<file path="src/rtl/vdecode_pkg.sv">
// Shared definitions for the vector decoder: opcodes, execute-stage op codes,
// the registered control word, and the per-opcode classification helpers.
package vdecode_pkg;

    // 5-bit opcodes; 16..31 are unassigned and decode as illegal
    localparam logic [4:0] OP_NOOP  = 5'd0,  OP_ADD   = 5'd1,  OP_SUB   = 5'd2,  OP_XOR   = 5'd3;
    localparam logic [4:0] OP_AND   = 5'd4,  OP_ORR   = 5'd5,  OP_LDV_I = 5'd6,  OP_LDV_R = 5'd7;
    localparam logic [4:0] OP_STR_I = 5'd8,  OP_STR_R = 5'd9,  OP_MOVS  = 5'd10, OP_MOVV  = 5'd11;
    localparam logic [4:0] OP_SLV   = 5'd12, OP_SRV   = 5'd13, OP_ROL   = 5'd14, OP_ROR   = 5'd15;

    localparam logic [3:0] ALU_NOP = 4'd0, ALU_ADD = 4'd1, ALU_SUB = 4'd2, ALU_XOR = 4'd3;
    localparam logic [3:0] ALU_AND = 4'd4, ALU_OR  = 4'd5, ALU_SL  = 4'd6, ALU_SR  = 4'd7;
    localparam logic [3:0] ALU_ROL = 4'd8, ALU_ROR = 4'd9, ALU_MOV = 4'd10;

    localparam logic [2:0] MEM_NOP = 3'd0, MEM_LDV_I = 3'd1, MEM_LDV_R = 3'd2;
    localparam logic [2:0] MEM_STR_I = 3'd3, MEM_STR_R = 3'd4;

    // ADD_EXT: base + immediate, ADD_REG: register address, MOV: scalar move
    localparam logic [1:0] INTU_NOP = 2'd0, INTU_ADD_EXT = 2'd1, INTU_ADD_REG = 2'd2, INTU_MOV = 2'd3;

    typedef struct packed {
        logic [3:0] alu_op;
        logic [2:0] mem_op;
        logic [1:0] intu_op;
        logic       vop_sel;
        logic       ex_res_sel;
        logic       illegal;
    } ctrl_t;

    typedef struct packed {
        logic writer;
        logic reader;
    } vk_class_t;

    // Control word for one opcode; imm_flag only matters for shifts/rotates
    function automatic ctrl_t decode_op(input logic [4:0] op, input logic imm_flag);
        ctrl_t c;
        c = '0;
        case (op)
            OP_NOOP:  ;
            OP_ADD:   c.alu_op = ALU_ADD;
            OP_SUB:   c.alu_op = ALU_SUB;
            OP_XOR:   c.alu_op = ALU_XOR;
            OP_AND:   c.alu_op = ALU_AND;
            OP_ORR:   c.alu_op = ALU_OR;
            OP_LDV_I: begin c.mem_op = MEM_LDV_I; c.intu_op = INTU_ADD_EXT; c.ex_res_sel = 1'b1; end
            OP_LDV_R: begin c.mem_op = MEM_LDV_R; c.intu_op = INTU_ADD_REG; c.ex_res_sel = 1'b1; end
            OP_STR_I: begin c.mem_op = MEM_STR_I; c.intu_op = INTU_ADD_EXT; c.ex_res_sel = 1'b1; end
            OP_STR_R: begin c.mem_op = MEM_STR_R; c.intu_op = INTU_ADD_REG; c.ex_res_sel = 1'b1; end
            OP_MOVS:  begin c.intu_op = INTU_MOV; c.ex_res_sel = 1'b1; end
            OP_MOVV:  c.alu_op = ALU_MOV;
            OP_SLV:   begin c.alu_op = ALU_SL;  c.vop_sel = imm_flag; end
            OP_SRV:   begin c.alu_op = ALU_SR;  c.vop_sel = imm_flag; end
            OP_ROL:   begin c.alu_op = ALU_ROL; c.vop_sel = imm_flag; end
            OP_ROR:   begin c.alu_op = ALU_ROR; c.vop_sel = imm_flag; end
            default:  c.illegal = 1'b1;
        endcase
        return c;
    endfunction

    // How an opcode touches its vector register vk (writers also read it)
    function automatic vk_class_t vk_class(input logic [4:0] op);
        vk_class_t k;
        k = '0;
        case (op)
            OP_ADD, OP_SUB, OP_XOR, OP_AND, OP_ORR, OP_LDV_I, OP_LDV_R,
            OP_MOVV, OP_SLV, OP_SRV, OP_ROL, OP_ROR: begin k.writer = 1'b1; k.reader = 1'b1; end
            OP_STR_I, OP_STR_R:                      k.reader = 1'b1;
            default:                                 ;
        endcase
        return k;
    endfunction

    // {uses immediate, uses scalar register rk}
    function automatic logic [1:0] field_use(input logic [4:0] op);
        logic [1:0] u;
        u = 2'b00;
        case (op)
            OP_LDV_I, OP_LDV_R, OP_STR_I, OP_STR_R, OP_MOVS: u = 2'b11;
            OP_MOVV:                                         u = 2'b01;
            default:                                         ;
        endcase
        return u;
    endfunction

endpackage

</file>
<file path="src/rtl/vdecode_scoreboard.sv">
// Per-vector-register busy bits: set on issue of a writer, cleared by
// writeback, wiped by flush. A same-cycle set and clear leaves the bit set.
module vdecode_scoreboard #(
    parameter int NVREG = 16,
    parameter int VW    = 4
) (
    input  logic          clk,
    input  logic          rst_n,
    input  logic          flush,
    input  logic          set_en,
    input  logic [VW-1:0] set_idx,
    input  logic          clr_en,
    input  logic [VW-1:0] clr_idx,
    input  logic [VW-1:0] rd_idx,
    output logic          rd_busy
);

    logic [NVREG-1:0] busy, busy_nxt;

    // Next busy vector: clear first so a simultaneous set takes priority
    always_comb begin
        busy_nxt = busy;
        if (clr_en) busy_nxt[clr_idx] = 1'b0;
        if (set_en) busy_nxt[set_idx] = 1'b1;
        if (flush)  busy_nxt = '0;
    end

    // Busy register
    always_ff @(posedge clk or negedge rst_n) begin
        if (!rst_n) busy <= '0;
        else        busy <= busy_nxt;
    end

    // Registered lookup only: a writeback this cycle does not bypass
    assign rd_busy = busy[rd_idx];

endmodule

</file>
<file path="src/rtl/vdecode_pipe.sv">
// Pipelined vector instruction decoder: one register stage between fetch and
// execute, valid/ready on both sides. Build option VDECODE_SCOREBOARD_EN adds
// the vector-register busy scoreboard and RAW/WAW stall.
module vdecode_pipe
    import vdecode_pkg::*;
#(
    parameter int LANES  = 8,
    parameter int ELEM_W = 8,
    parameter int NVREG  = 16,
    parameter int IMM_W  = 19,
    localparam int VW    = (NVREG > 1) ? $clog2(NVREG) : 1
) (
    input  logic                    clk,
    input  logic                    rst_n,
    input  logic                    flush,
    input  logic                    in_valid,
    output logic                    in_ready,
    input  logic [31:0]             instruction,
    output logic                    out_valid,
    input  logic                    out_ready,
    output logic [IMM_W-1:0]        imm,
    output logic [3:0]              alu_op,
    output logic [2:0]              mem_op,
    output logic [1:0]              intu_op,
    output logic [VW-1:0]           vk_reg,
    output logic [3:0]              rk_reg,
    output logic [LANES*ELEM_W-1:0] v_operand,
    output logic                    deco_vop_sel,
    output logic                    ex_res_sel,
    output logic                    illegal,
    input  logic                    wb_valid,
    input  logic [VW-1:0]           wb_vreg
);

    logic [4:0]    opcode;
    logic [VW-1:0] vk_idx;
    logic [3:0]    rk_idx;
    ctrl_t         dec;
    vk_class_t     cls;
    logic [1:0]    use_f;
    logic          hazard, accept;

    assign opcode = instruction[31:27];
    assign vk_idx = instruction[23 +: VW];
    assign rk_idx = instruction[22:19];
    assign dec    = decode_op(opcode, instruction[14]);
    assign cls    = vk_class(opcode);
    assign use_f  = field_use(opcode);

`ifdef VDECODE_SCOREBOARD_EN
    logic vk_busy;

    vdecode_scoreboard #(.NVREG(NVREG), .VW(VW)) u_sb (
        .clk     (clk),
        .rst_n   (rst_n),
        .flush   (flush),
        .set_en  (accept & cls.writer),
        .set_idx (vk_idx),
        .clr_en  (wb_valid),
        .clr_idx (wb_vreg),
        .rd_idx  (vk_idx),
        .rd_busy (vk_busy)
    );

    assign hazard = in_valid & cls.reader & vk_busy;
`else
    logic unused_sb;
    assign unused_sb = ^{wb_valid, wb_vreg, cls};
    assign hazard    = 1'b0;
`endif

    assign in_ready = ~hazard & (~out_valid | out_ready) & ~flush;
    assign accept   = in_valid & in_ready;

    // Output register: load on accept, hold while stalled, drop valid when consumed
    always_ff @(posedge clk or negedge rst_n) begin
        if (!rst_n) begin
            out_valid    <= 1'b0;
            alu_op       <= '0;
            mem_op       <= '0;
            intu_op      <= '0;
            deco_vop_sel <= 1'b0;
            ex_res_sel   <= 1'b0;
            illegal      <= 1'b0;
            imm          <= '0;
            vk_reg       <= '0;
            rk_reg       <= '0;
            v_operand    <= '0;
        end else if (flush) begin
            out_valid <= 1'b0;
        end else if (accept) begin
            out_valid    <= 1'b1;
            alu_op       <= dec.alu_op;
            mem_op       <= dec.mem_op;
            intu_op      <= dec.intu_op;
            deco_vop_sel <= dec.vop_sel;
            ex_res_sel   <= dec.ex_res_sel;
            illegal      <= dec.illegal;
            imm          <= use_f[1]   ? instruction[IMM_W-1:0] : '0;
            vk_reg       <= cls.reader ? vk_idx : '0;
            rk_reg       <= use_f[0]   ? rk_idx : '0;
            v_operand    <= dec.vop_sel ? {LANES{instruction[ELEM_W-1:0]}} : '0;
        end else if (out_ready) begin
            out_valid <= 1'b0;
        end
    end

endmodule
</file>
<file path="config.mk">
export PLATFORM = sky130hd
export DESIGN_NAME = vdecode_pipe
export DESIGN_NICKNAME = d
export VERILOG_FILES = /design/src/rtl/vdecode_pkg.sv /design/src/rtl/vdecode_scoreboard.sv /design/src/rtl/vdecode_pipe.sv
export SDC_FILE = /design/constraint.sdc
export NUM_CORES = 1
export LEC_CHECK = 0
export CAP_MARGIN = 20
export CELL_PAD_IN_SITES_DETAIL_PLACEMENT = 2
export CELL_PAD_IN_SITES_GLOBAL_PLACEMENT = 2
export CORE_MARGIN = 4
export CORE_UTILIZATION = 23
export DETAILED_ROUTE_END_ITERATION = 7
export GPL_ROUTABILITY_DRIVEN = 1
export PLACE_DENSITY = 0.92
export SETUP_SLACK_MARGIN = 0.3
export SLEW_MARGIN = 20
export SYNTH_ARGS = -nofsm -noshare
export SYNTH_HDL_FRONTEND = slang
export SYNTH_SLANG_ARGS = --single-unit
</file>
<file path="constraint.sdc">
create_clock -name clk -period 2.3 [get_ports clk]
set_input_delay 0.46 -clock clk [delete_from_list [all_inputs] [get_ports clk]]
set_output_delay 0.46 -clock clk [all_outputs]
set_load 0.01 [all_outputs]
</file>
==> impl_metrics.yaml <==
status:
  outcome: "completed"
global_routing:
  gr-usage-all-layers: 0.136
  wire_length_of_the_first_global_routing_pass_um: 14300
  grt_pass1_vias: 2481
  globalRouteOverflowTotal: 0
  grt_antenna_before_repair: 0
  grt_start_max_net_pins: 29
cells_and_area:
  regMostFlops: "imm"
  final_layout_size_suffix_gt1_frac: 0.0855
  largest_register_ffs: 19
  final_net_count: 392
  layout_top_registers: "imm x19, v_operand x8"
  flow.area_growth_from_synthesis_pct: 52.5
  n_antenna_cell: 0
logic_synthesis:
  synth_seq_cells: 48
  syn-mean-instance-area_um2: 9.83
  synth-edff-count: 0
  async_reset_ff_frac: 1.00
  synth_sequential_area_ratio: 0.461
  muxShareOfSynthArea: 0.00432
  synthSimpleGateAreaFrac: 0.113
  combinational_family_with_the_most_area_after_synthesis: "compound AO/OA/AOI/OAI gates"
  synthDistinctLibCells: 30
  synth_fa_ha_area_frac: 0
  synth_fp_nets: 307
  yosysWarnings: 0
  synth-main-ff-cell: "sky130_fd_sc_hd__dfrtp_1"
  synth_cells: 265
  compound_gate_portion_of_the_synthesized_area: 0.214
  netlist_area_um2: 2600
  yosys.area_share.xor_xnor: 0.00673
sta:
  achievable-frequency_mhz: 516
  final_max_slew_viol_count: 0
  layout_setup_ws_ps: 362
  rsz0062_at_grt: "no"
  maxSlewHeadroom: 0.564
  finalHoldViolations: 0
  layout_min_cycle_time_ps: 1940
  min_period_over_period: 0.843
  setup_viol_count_final: 0
  clock-skew-final_ps: 10.5
  tightest_slew_ps: 650
placement:
  dp_hpwl_um: 6960
  dp_worst_setup_slack_ps: -75.2
  port_buffers: 141
  gpl.final_weighted_congestion: 0.737
routing:
  route.final.wire_length_um: 9210
  met3_wirelength_um: 520
  route.detailed.drc: 0
  drt-met1-wl_um: 3620
  met2_wirelength_um: 4990
  wl_per_cell_um: 18.8
  via_count: 2335
  top_layer_used: "met4"
  first_iter_violations: 53
  route.detailed.vias_per_inst: 4.76
  dr.pass1.iters: 4
  drtAntennaViolNets: 0
die:
  placeableCoreArea_um2: 11000
  chipWidth_um: 114
  num_io_pins: 147
  dieHeight_um: 114
  initial_utilization: 0.237
  die_area_um2: 13100
  std_cell_rows: 38
cts:
  cts_tree: "done"
  cts_buffer_depth: 2
  cts.sink_count: 48
  htreeDepth: 2
  numCtsBuffers: 5
  clk-insertion-delay-late_ps: 290
  cts.root.buffer_cell: "sky130_fd_sc_hd__clkbuf_16"
  clkSlewWorstSetupHoldPaths_ps: 70
worst_setup_path:
  worstSetupPathType: "input pin to flip-flop"
  worstPathRequired_ps: 2490
  critical_path.startpoint_type: "input pin"
  critical_path_arrival_ps: 2130
  worst-path-max-fanout: 7
  cp-end-kind: "flip-flop"
power_and_ir_drop:
  vdd_drop_max_v: 0.000292
  powerDensity_nw_per_um2: 549
  finalPower_mw: 2.18
  total_leakage_power_nw: 1.56
flow_run:
  cap_violations: 0
hold_path:
  hold_path.class: "input pin to asynchronous set/reset pin"
==> per-stage QoR <==
stage / utilization / cells / cell area [um^2] / hold slack [ps] / TNS, ps
3_3_place_gp: 0.346 / 482 / 3800 / 466 / 0
4_1_cts: 0.361 / 490 / 3960 / 205 / 0
6_report: 0.362 / 491 / 3970 / 181 / 0
3_5_place_dp: 0.346 / 482 / 3800 / 472 / -442
5_1_grt: 0.362 / 491 / 3970 / 217 / 0
2_1_floorplan: - / 265 / 2600 / 164 / 0
==> placed cells by master, fill, tap and decap left out, types with 8 or more instances in the layout <==
cell,n
sky130_fd_sc_hd__dfrtp_1,48
sky130_fd_sc_hd__buf_4,15
sky130_fd_sc_hd__o31ai_1,24
sky130_fd_sc_hd__o21ai_1,12
sky130_fd_sc_hd__nand3_1,30
sky130_fd_sc_hd__a22o_1,11
sky130_fd_sc_hd__o21ai_0,18
sky130_fd_sc_hd__o2bb2ai_1,8
sky130_fd_sc_hd__clkdlybuf4s50_1,139
==> synthesized netlist by cell type, types with 2 or more instances <==
master,count,area share
sky130_fd_sc_hd__a21o_1,3,0.0086
sky130_fd_sc_hd__a22o_1,11,0.037
sky130_fd_sc_hd__and3b_1,2,0.0067
sky130_fd_sc_hd__buf_1,2,0.0029
sky130_fd_sc_hd__buf_2,6,0.012
sky130_fd_sc_hd__buf_4,57,0.16
sky130_fd_sc_hd__clkbuf_1,14,0.020
sky130_fd_sc_hd__dfrtp_1,48,0.46
sky130_fd_sc_hd__nand2_1,4,0.0058
sky130_fd_sc_hd__nand2b_1,4,0.0096
sky130_fd_sc_hd__nand3_1,30,0.058
sky130_fd_sc_hd__nor2_1,5,0.0072
sky130_fd_sc_hd__nor2b_1,2,0.0048
sky130_fd_sc_hd__nor3_1,2,0.0038
sky130_fd_sc_hd__o21ai_0,18,0.035
sky130_fd_sc_hd__o21ai_1,12,0.023
sky130_fd_sc_hd__o2bb2ai_1,8,0.027
sky130_fd_sc_hd__o31ai_1,24,0.069
sky130_fd_sc_hd__xnor2_1,2,0.0067
==> cells by family after synthesis <==
family,after synthesis
AO/OA/AOI/OAI,80
XOR/XNOR,2
buffers and inverters,80
flip-flops,48
multiplexers,1
AND/OR/NAND/NOR,54
==> area by class of cell <==
type	count	area (um^2)
fillers	1194	7010
repair buffers	157	1540
flip-flops and latches	48	1200
multi-input cells	137	903
well taps	140	175
clock buffers	7	143
clock inverters	1	7.51
inverters	1	3.75
==> power breakdown <==
group	switching [mW]	internal [mW]	total [mW]
Clock	0.315	0.434	0.748
Sequential	0.0398	0.898	0.938
Combinational	0.231	0.265	0.495
Total	0.585	1.60	2.18
==> worst max-delay path, cell delays in order <==
cell and delay (ps):
sky130_fd_sc_hd__clkdlybuf4s50_1 640, sky130_fd_sc_hd__buf_4 210, sky130_fd_sc_hd__nor3_1 50, sky130_fd_sc_hd__a2111o_1 410
sky130_fd_sc_hd__o41ai_2 350
==> timing repair <==
action / CTS / global route
setup buffers: 0 / 1
hold buffers: 0 / 0
setup endpoints to repair: 9 / 1
gates resized for setup: 3 / 0
==> final timing paths <==
kind	slack, ps	start	to	depth (start not counted)
setup reg to reg	710	out_valid	v_operand[55]	4
min in group clk	480	deco_vop_sel	deco_vop_sel	1
hold / removal	180	rst_n	rk_reg[1]	1
hold reg to reg	480	deco_vop_sel	deco_vop_sel	1
setup / recovery	360	instruction[28]	alu_op[3]	5
max in group asynchronous	1550	rst_n	imm[8]	2
==> layer usage <==
metal | track usage | up-vias
li1 | - | 1064
met2 | 0.251 | 82
met5 | 0 | -
met4 | 0.0253 | 0
met3 | 0.0312 | 6
met1 | 0.162 | 1183
No activity file was read; power rests on OpenSTA's default activity.
